### src/rtl/rc5_encrypt.sv
// -----------------------------------------------------------------------------
// rc5_encrypt
//
// Iterative RC5-W/R block encryption core. Reads the expanded key table
// S[0..T-1] from a shared RAM through a read-only address/data port (one
// cycle read latency) and applies one half-round per subkey, two cycles per
// subkey (RAM wait + operate). The core never writes S.
//
// Ports:
//   clk          single clock, rising edge
//   rst          asynchronous active-high reset
//   iStart       start strobe, sampled only while idle
//   iA, iB       plaintext words, captured on the accepting edge
//   oS_address   registered S RAM read address
//   iS_sub_i     S RAM read data, valid one cycle after oS_address changes
//   oA, oB       working registers; hold the ciphertext after oDone
//   oBusy        high while an encryption is in progress
//   oDone        one-cycle pulse when oA/oB hold the final ciphertext
// -----------------------------------------------------------------------------
module rc5_encrypt #(
  parameter  int W        = 32,
  parameter  int R        = 12,
  localparam int T        = 2 * R + 2,
  localparam int T_LENGTH = $clog2(T),
  localparam int LGW      = $clog2(W)
) (
  input  logic                clk,
  input  logic                rst,
  input  logic                iStart,
  input  logic [W-1:0]        iA,
  input  logic [W-1:0]        iB,
  output logic [T_LENGTH-1:0] oS_address,
  input  logic [W-1:0]        iS_sub_i,
  output logic [W-1:0]        oA,
  output logic [W-1:0]        oB,
  output logic                oBusy,
  output logic                oDone
);

  localparam logic [T_LENGTH-1:0] LAST_IDX = T_LENGTH'(T - 1);

  typedef enum logic [1:0] {
    IDLE,
    WAIT_DATA,
    OPERATE_DATA,
    DONE
  } state_t;

  state_t                state_q, state_d;
  logic [T_LENGTH-1:0]   idx_q, idx_d;
  logic [T_LENGTH-1:0]   addr_q, addr_d;
  logic [W-1:0]          a_q, a_d;
  logic [W-1:0]          b_q, b_d;
  logic                  busy_q, busy_d;
  logic                  done_q, done_d;

  // Left rotate built from a doubled word so an amount of 0 needs no special
  // case and no shift by the full word width is ever formed.
  function automatic logic [W-1:0] rotl(input logic [W-1:0] x,
                                        input logic [LGW-1:0] amt);
    logic [2*W-1:0] t;
    t = {x, x} << amt;
    return t[2*W-1:W];
  endfunction

  always_comb begin
    state_d = state_q;
    idx_d   = idx_q;
    addr_d  = addr_q;
    a_d     = a_q;
    b_d     = b_q;
    busy_d  = busy_q;
    done_d  = 1'b0;

    case (state_q)
      IDLE: begin
        if (iStart) begin
          a_d     = iA;
          b_d     = iB;
          addr_d  = '0;
          idx_d   = '0;
          busy_d  = 1'b1;
          state_d = WAIT_DATA;
        end
      end

      WAIT_DATA: begin
        state_d = OPERATE_DATA;
      end

      OPERATE_DATA: begin
        // Index 0/1 are the pre-whitening additions; afterwards even indices
        // update A and odd indices update B, the odd step seeing the A just
        // written by the preceding even step.
        if (idx_q == '0) begin
          a_d = a_q + iS_sub_i;
        end else if (idx_q == T_LENGTH'(1)) begin
          b_d = b_q + iS_sub_i;
        end else if (!idx_q[0]) begin
          a_d = rotl(a_q ^ b_q, b_q[LGW-1:0]) + iS_sub_i;
        end else begin
          b_d = rotl(b_q ^ a_q, a_q[LGW-1:0]) + iS_sub_i;
        end

        if (idx_q == LAST_IDX) begin
          busy_d  = 1'b0;
          done_d  = 1'b1;
          state_d = DONE;
        end else begin
          idx_d   = idx_q + 1'b1;
          addr_d  = idx_q + 1'b1;
          state_d = WAIT_DATA;
        end
      end

      DONE: begin
        state_d = IDLE;
      end

      default: begin
        state_d = IDLE;
      end
    endcase
  end

  always_ff @(posedge clk or posedge rst) begin
    if (rst) begin
      state_q <= IDLE;
      idx_q   <= '0;
      addr_q  <= '0;
      a_q     <= '0;
      b_q     <= '0;
      busy_q  <= 1'b0;
      done_q  <= 1'b0;
    end else begin
      state_q <= state_d;
      idx_q   <= idx_d;
      addr_q  <= addr_d;
      a_q     <= a_d;
      b_q     <= b_d;
      busy_q  <= busy_d;
      done_q  <= done_d;
    end
  end

  assign oS_address = addr_q;
  assign oA         = a_q;
  assign oB         = b_q;
  assign oBusy      = busy_q;
  assign oDone      = done_q;

endmodule

### config.mk
export PLATFORM = sky130hd
export DESIGN_NAME = rc5_encrypt
export DESIGN_NICKNAME = d
export VERILOG_FILES = /design/src/rtl/rc5_encrypt.sv
export SDC_FILE = /design/constraint.sdc
export NUM_CORES = 1
export LEC_CHECK = 0
export BUFFER_PORTS_ARGS = -buffer_cell sky130_fd_sc_hd__buf_2
export CORE_MARGIN = 4
export CORE_UTILIZATION = 50
export CTS_BUF_LIST = sky130_fd_sc_hd__clkbuf_8
export DETAILED_ROUTE_END_ITERATION = 6
export PLACE_DENSITY = 0.84
export SYNTH_ARGS = -nofsm -noshare
export SYNTH_HDL_FRONTEND = slang
export SYNTH_SLANG_ARGS = --single-unit
### constraint.sdc
create_clock -name clk -period 4.55 [get_ports clk]
set_input_delay 1.365 -clock clk [delete_from_list [all_inputs] [get_ports clk]]
set_output_delay 1.365 -clock clk [all_outputs]
set_load 0.05 [all_outputs]
==> results of run 1 <==
[cell type report]
class	count	area (sq um)	area share, %
clock inverter	6	68.82	0.4277
sequential	73	1846	11.47
inverter	29	123.9	0.7699
multi-input combinational	1126	9902	61.54
timing repair buffer	517	3672	22.82
clock buffer	9	123.9	0.7699
antenna	1	2.502	0.01555
tap	280	350.3	2.177
[stage by stage]
step	TNS [ns]	setup slack, ns
finish	-3.234	-0.3363
global route	-4.637	-0.3077
CTS	0	0.002795
detailed placement	-6.965	-0.5920
global placement	-4.570	-0.4962
floorplan	0	0.003151
[layer usage]
layer  vias to the layer above  GRT usage, %
met5                         -             0
met4                         8         20.76
met3                       464         10.27
met2                      1488         59.24
met1                      6710         52.45
li1                       5784             -
[final timing paths]
| check | from | endpoint | slack [ns] | cells past startpoint |
|---|---|---|---|---|
| setup reg to reg | oA[1] | oB[23] | -0.34 | 20 |
| hold reg to reg | oBusy | oBusy | 0.50 | 1 |
| max in group asynchronous | rst | oA[1] | 2.90 | 3 |
| min in group asynchronous | rst | oDone | 0.89 | 2 |
| hold / removal | oBusy | oBusy | 0.50 | 1 |
| setup / recovery | oA[1] | oB[23] | -0.34 | 20 |
[flip-flops by register name, summed over array words and instances (netlist names)]
register and cells:
state_q 2, oB 32, oDone 1, oBusy 1, oS_address 5, oA 32
[cells by family (layout without fill, tap and decap cells)]
family | count (synthesis) | in the layout
AO/OA/AOI/OAI | 391 | 391
AND/OR/NAND/NOR | 382 | 382
multiplexers | 171 | 171
XOR/XNOR | 111 | 111
buffers and inverters | 110 | 561
flip-flops | 73 | 73
adder cells (fa/ha/maj) | 71 | 71
other | 0 | 1
[critical path, stage by stage (launching register included)]
cell and delay (ns):
dfrtp_2 0.46, inv_8 0.13, buf_4 0.14, buf_4 0.13, mux4_2 0.58, o21ai_1 0.27
buf_4 0.17, buf_4 0.10, mux4_2 0.24, o21ai_1 0.07, ha_1 0.43, and3_1 0.28
and2_1 0.19, buf_4 0.12, and4_1 0.32, inv_1 0.11, o21ai_2 0.20, a21boi_2 0.09
or3_1 0.36, a311oi_2 0.30, a21o_1 0.14
[cells in the final DEF, fill, tap and decap left out, types with 13 or more instances in the layout]
cell type,instances
and3_1,13
xnor2_1,35
inv_1,22
dfrtp_1,58
a31oi_1,21
o21ai_0,90
buf_6,15
a21oi_1,85
xnor2_2,14
mux2i_1,48
o21ai_2,23
a21o_1,27
buf_4,320
mux4_1,14
xor2_1,44
o21ai_1,45
nand2_1,202
a211oi_1,13
mux4_2,89
nor2_1,90
ha_1,60
buf_2,169
dfrtp_2,15
[repair_timing]
item | CTS | global route
gates resized for setup | 88 | 191
pin swaps | 23 | 65
setup buffers | 9 | 34
setup endpoints to repair | 36 | 38
==> results.txt, run 1 <==
Inst Count DP -> 1984
clock transition at the registers of the reported paths -> 0.10 ns
Design Area, Final -> 16090 sq um
violated checks -> DRC, setup timing
Post-synth EDFFs -> 0
Clock Latency Late Sink -> 0.40 ns
chip height -> 158.6 microns
first-pass GRT wire length -> 75330 microns
WL met3 -> 8245 microns
input/output buffers -> 169
Worst setup EP type -> register
Hold WC Path Type -> reg -> reg
Post-synth top cells -> nand2_1 (205), o21ai_0 (155), a21oi_1 (99)
mux contribution to synthesized area -> 27.40%
CTS Buf Count -> 9
top-count cell post-synth -> nand2_1
Detail Route Antenna Nets -> 0
post-synthesis cell count -> 1309
WL/cell -> 27.04 microns
Max Clock Skew -> 0.01851 ns
Via density -> 7.082
router iterations before antenna repair -> 7
Post-synth top flop -> dfrtp_1
share of layout cells above drive strength 1 -> 45.28%
H-Tree Depth -> 3
number of distinct library cells after synthesis -> 69
HPWL after DPL -> 39210 microns
hold_ws -> 0.5031 ns
fin crit share -> 107.4%
Iteration-0 DRC Markers -> 2621
Crit Path Max Fanout -> 13
P&R area growth vs syn -> 41.96%
initial antenna violation count -> 3
Nets -> 1926
Die X -> 158.6 microns
post-layout min period -> 4.886 ns
Routed WL -> 55180 microns
row cnt -> 54
DRC errors left -> 21
Synth top area share -> 16.12%
core area -> 22030 sq um
Synth Area in XOR/XNOR -> 8.711%
vias in the first global route -> 13000
CTS tree -> yes
clk sinks -> 73
Starting Density -> 51.45%
top sig layer -> met5
Slew @ Worst Pin -> 0.9901 ns
max-slew violation count -> 0
adder-cell share of the synthesized area -> 7.971%
normalized max-slew margin -> 33.55%
grt ovf -> 0
fmax -> 0.2047 GHz
fill count -> 1452
die area -> 25140 sq um
M1 WL -> 18120 microns
Placer Congestion -> 1.072
outcome -> finished with violations
post-layout util -> 73.05%
Max Cap Viol -> 0
CP arrival -> 5.22 ns
Post-Syn Area -> 11330 sq um
via count -> 14450
Mapped Nets -> 1479
main combinational cell family by area after synthesis -> multiplexers
largest net degree at the start of global routing -> 88
# setup viols final -> 23
Synth Area in Compound Gates -> 20.45%
synth top area cells -> dfrtp_1 (16%), mux4_2 (15%), ha_1 (7.6%)
GR Util All Layers -> 39.43%
Post-synth ARST share -> 100.0%
Post-Synth Simple-Gate Area -> 14.41%
Mean Syn Cell Area -> 8.658 sq um
final number of hold-violating endpoints -> 0
#FFs+latches synth -> 73
Ports -> 170
Yosys warnings -> 0
RSZ-0062 raised after global routing -> true
metal2 WL -> 23630 microns
setup slack after layout -> -0.3363 ns
hold_buf cts -> 0
required time worst endpoint -> 4.89 ns
Setup crit start kind -> register
Seq/Total Area, Yosys -> 16.12%
Root Buffer -> clkbuf_8
DP Area -> 14570 sq um
Finished Layout Cells -> 2041
Max clock buf depth -> 2
crit path kind -> reg -> reg
Yosys top cell by area -> dfrtp_1
Power of run 1 is left out: the tool's default activity adds up to more than one toggle a clock period on the data nets, which glitch-free logic cannot reach.
==> run 2, diff against run 1 <==
- ABC_AREA: default -> 1
==> run 2 against run 1 <==
The flow finishes with violations (DRC). Global-route usage increased by 3.7 points. Synthesized area is 4.7% higher. Maximum frequency grew 11%. Wire length grew 5.9%. Critical path depth grew 5. Via count grew 10%. Design area down 15%. Synthesized cell count grew 61%. Critical endpoint is now oB[30].
==> results.txt, run 2 <==
P&R area growth vs syn -> 15.09% (was 41.96%)
Mapped Nets -> 2275 (was 1479)
router iterations before antenna repair -> 7 (unchanged)
Die X -> 162.1 microns (was 158.6 microns)
Slowest-stage cell, CP -> dfrtp_1 (was mux4_2)
DP Area -> 13390 sq um (was 14570 sq um)
post-layout min period -> 4.419 ns (was 4.886 ns)
reg-to-reg startpoint -> oB[29] (was oA[1])
Design Area, Final -> 13660 sq um (was 16090 sq um)
largest net degree at the start of global routing -> 86 (was 88)
grt ovf -> 0 (unchanged)
vias in the first global route -> 14410 (was 13000)
initial antenna violation count -> 2 (was 3)
Post-Syn Area -> 11870 sq um (was 11330 sq um)
GR Util All Layers -> 43.11% (was 39.43%)
required time worst endpoint -> 4.82 ns (was 4.89 ns)
Slew @ Worst Pin -> 0.9432 ns (was 0.9901 ns)
cell repeated most along the worst path -> inv_1 (was buf_4)
min-delay src -> oBusy (unchanged)
most common cell after layout, fill and taps aside -> nand2_1 (was buf_4)
Root Buffer -> clkbuf_8 (unchanged)
fill count -> 2473 (was 1452)
Nets -> 2445 (was 1926)
Placer Congestion -> 1.088 (was 1.072)
Yosys warnings -> 0 (unchanged)
HPWL after DPL -> 47940 microns (was 39210 microns)
Setup crit start kind -> register (unchanged)
Hold WC Path Type -> reg -> reg (unchanged)
Max Cap Viol -> 0 (unchanged)
clk sinks -> 73 (unchanged)
Max clock buf depth -> 2 (unchanged)
R2R setup slack -> 0.13 ns (was -0.34 ns)
core area -> 23400 sq um (was 22030 sq um)
CTS Buf Count -> 9 (unchanged)
Routed WL -> 58430 microns (was 55180 microns)
Ant. Diodes -> 0 (was 1)
crit path launch -> oB[29] (was oA[1])
synth top area cells -> nand2_1 (17%), dfrtp_1 (15%), nand3_1 (12%) (was dfrtp_1 (16%), mux4_2 (15%), ha_1 (7.6%))
Detail Route Antenna Nets -> 0 (unchanged)
outcome -> finished with violations (unchanged)
Via density -> 6.136 (was 7.082)
WL met3 -> 7673 microns (was 8245 microns)
r2r worst-path depth -> 25 (was 20)
top sig layer -> met5 (unchanged)
Synth top area share -> 17.46% (was 16.12%)
normalized max-slew margin -> 37.12% (was 33.55%)
Yosys top cell by area -> nand2_1 (was dfrtp_1)
#FFs+latches synth -> 73 (unchanged)
clock transition at the registers of the reported paths -> 0.10 ns (about the same)
CP max stage delay -> 0.47 ns (was 0.58 ns)
share of layout cells above drive strength 1 -> 14.61% (was 45.28%)
Worst setup EP type -> register (unchanged)
max-slew violation count -> 0 (unchanged)
Max Clock Skew -> 0.01315 ns (was 0.01851 ns)
top-count cell post-synth -> nand2_1 (unchanged)
Post-synth EDFFs -> 0 (unchanged)
DRC errors left -> 1 (was 21)
first-pass GRT wire length -> 86380 microns (was 75330 microns)
Clock Latency Late Sink -> 0.40 ns (about the same)
fin crit share -> 97.12% (was 107.4%)
Seq/Total Area, Yosys -> 15.39% (was 16.12%)
number of distinct library cells after synthesis -> 44 (was 69)
H-Tree Depth -> 3 (unchanged)
violated checks -> DRC (was DRC, setup timing)
Post-synth top flop -> dfrtp_1 (unchanged)
WL/cell -> 22.48 microns (was 27.04 microns)
Ports -> 170 (unchanged)
# setup viols final -> 0 (was 23)
Post-synth ARST share -> 100.0% (unchanged)
post-synthesis cell count -> 2105 (was 1309)
metal2 WL -> 24800 microns (was 23630 microns)
Post-synth top cells -> nand2_1 (552), nand3_1 (292), inv_1 (232) (was nand2_1 (205), o21ai_0 (155), a21oi_1 (99))
Crit Path Max Fanout -> 4 (was 13)
row cnt -> 56 (was 54)
Mean Syn Cell Area -> 5.638 sq um (was 8.658 sq um)
RSZ-0062 raised after global routing -> true (unchanged)
die area -> 26270 sq um (was 25140 sq um)
CP arrival -> 4.69 ns (was 5.22 ns)
Critical Path End -> oB[30] (was oB[23])
R2R Path End -> oB[30] (was oB[23])
crit path kind -> reg -> reg (unchanged)
via count -> 15950 (was 14450)
chip height -> 162.1 microns (was 158.6 microns)
input/output buffers -> 169 (unchanged)
Starting Density -> 50.72% (was 51.45%)
Iteration-0 DRC Markers -> 2627 (was 2621)
M1 WL -> 22190 microns (was 18120 microns)
fmax -> 0.2263 GHz (was 0.2047 GHz)
most frequent cells in the layout -> nand2_1 (549), nand3_1 (290), inv_1 (232) (was buf_4 (320), nand2_1 (202), buf_2 (169))
CTS tree -> yes (unchanged)
final number of hold-violating endpoints -> 0 (unchanged)
[run 2: changes by cell type after synthesis, sizes merged, moves of 56 or more]
cell,before,now
mux4,103,0
inv,28,243
nor2,95,152
o21ai,161,288
mux2i,62,6
nand2,205,552
nand3,11,298
[run 2: how the worst min path moves through the flow]
stage / endpoint / slack (ns) / cells after the start
after floorplan: state_q[1] / 0.44 / 1
after global placement: state_q[1] / 0.45 / 1
after detailed placement: oBusy / 0.47 / 2
after CTS: oBusy / 0.49 / 2
after global routing: oBusy / 0.52 / 2
final: oBusy / 0.49 / 2
[run 2: cells by family after synthesis]
family / synth area share, %
compound gates: 24.45
simple gates: 37.90
xor+xnor: 2.066
mux: 0.5060
fa+ha+maj: 7.611
buf+inv: 12.08
flops: 15.39
[run 2: metrics by stage]
step,TNS (ns),hold WS [ns],util [%],setup slack (ns),std cells
finish,0,0.4899,58.37,0.1309,2599
floorplan,0,0.4352,-,0.9339,2105
CTS,0,0.4920,58.11,0.06161,2598
global route,-0.009903,0.5158,58.37,-0.009903,2599
global placement,0,0.4533,57.23,0.1624,2582
detailed placement,0,0.4664,57.23,0.1037,2582
[run 2: cell type report]
type	count	area (sq um)	share of cell area, %
Clock inverter	6	67.56	0.4946
Timing Repair Buffer	266	1640	12.01
Sequential cell	73	1831	13.40
Inverter	243	918.4	6.723
Tap cell	319	399.1	2.922
Multi-Input combinational cell	1682	8666	63.44
Clock buffer	10	137.6	1.008
[run 2: worst max-delay path, delay by kind of cell (launching register included)]
| family | cells | cell delay [ns] |
|---|---|---|
| compound gates | 9 | 1.31 |
| flops | 1 | 0.47 |
| fa+ha+maj | 2 | 0.65 |
| simple gates | 9 | 1.30 |
| buf+inv | 5 | 0.54 |
[run 2: timing repair]
item / CTS / global route
resized for setup: 0 / 25
hold buffers: 0 / 0
setup endpoints to repair: 0 / 23
setup buffers: 0 / 1
[run 2: metal layers]
layer | GRT usage [%] | up-vias
li1 | - | 7417
met1 | 56.24 | 7194
met2 | 65.83 | 1122
met3 | 11.27 | 210
met4 | 22.22 | 4
met5 | 0 | -
Power of run 2 is left out for the same reason.
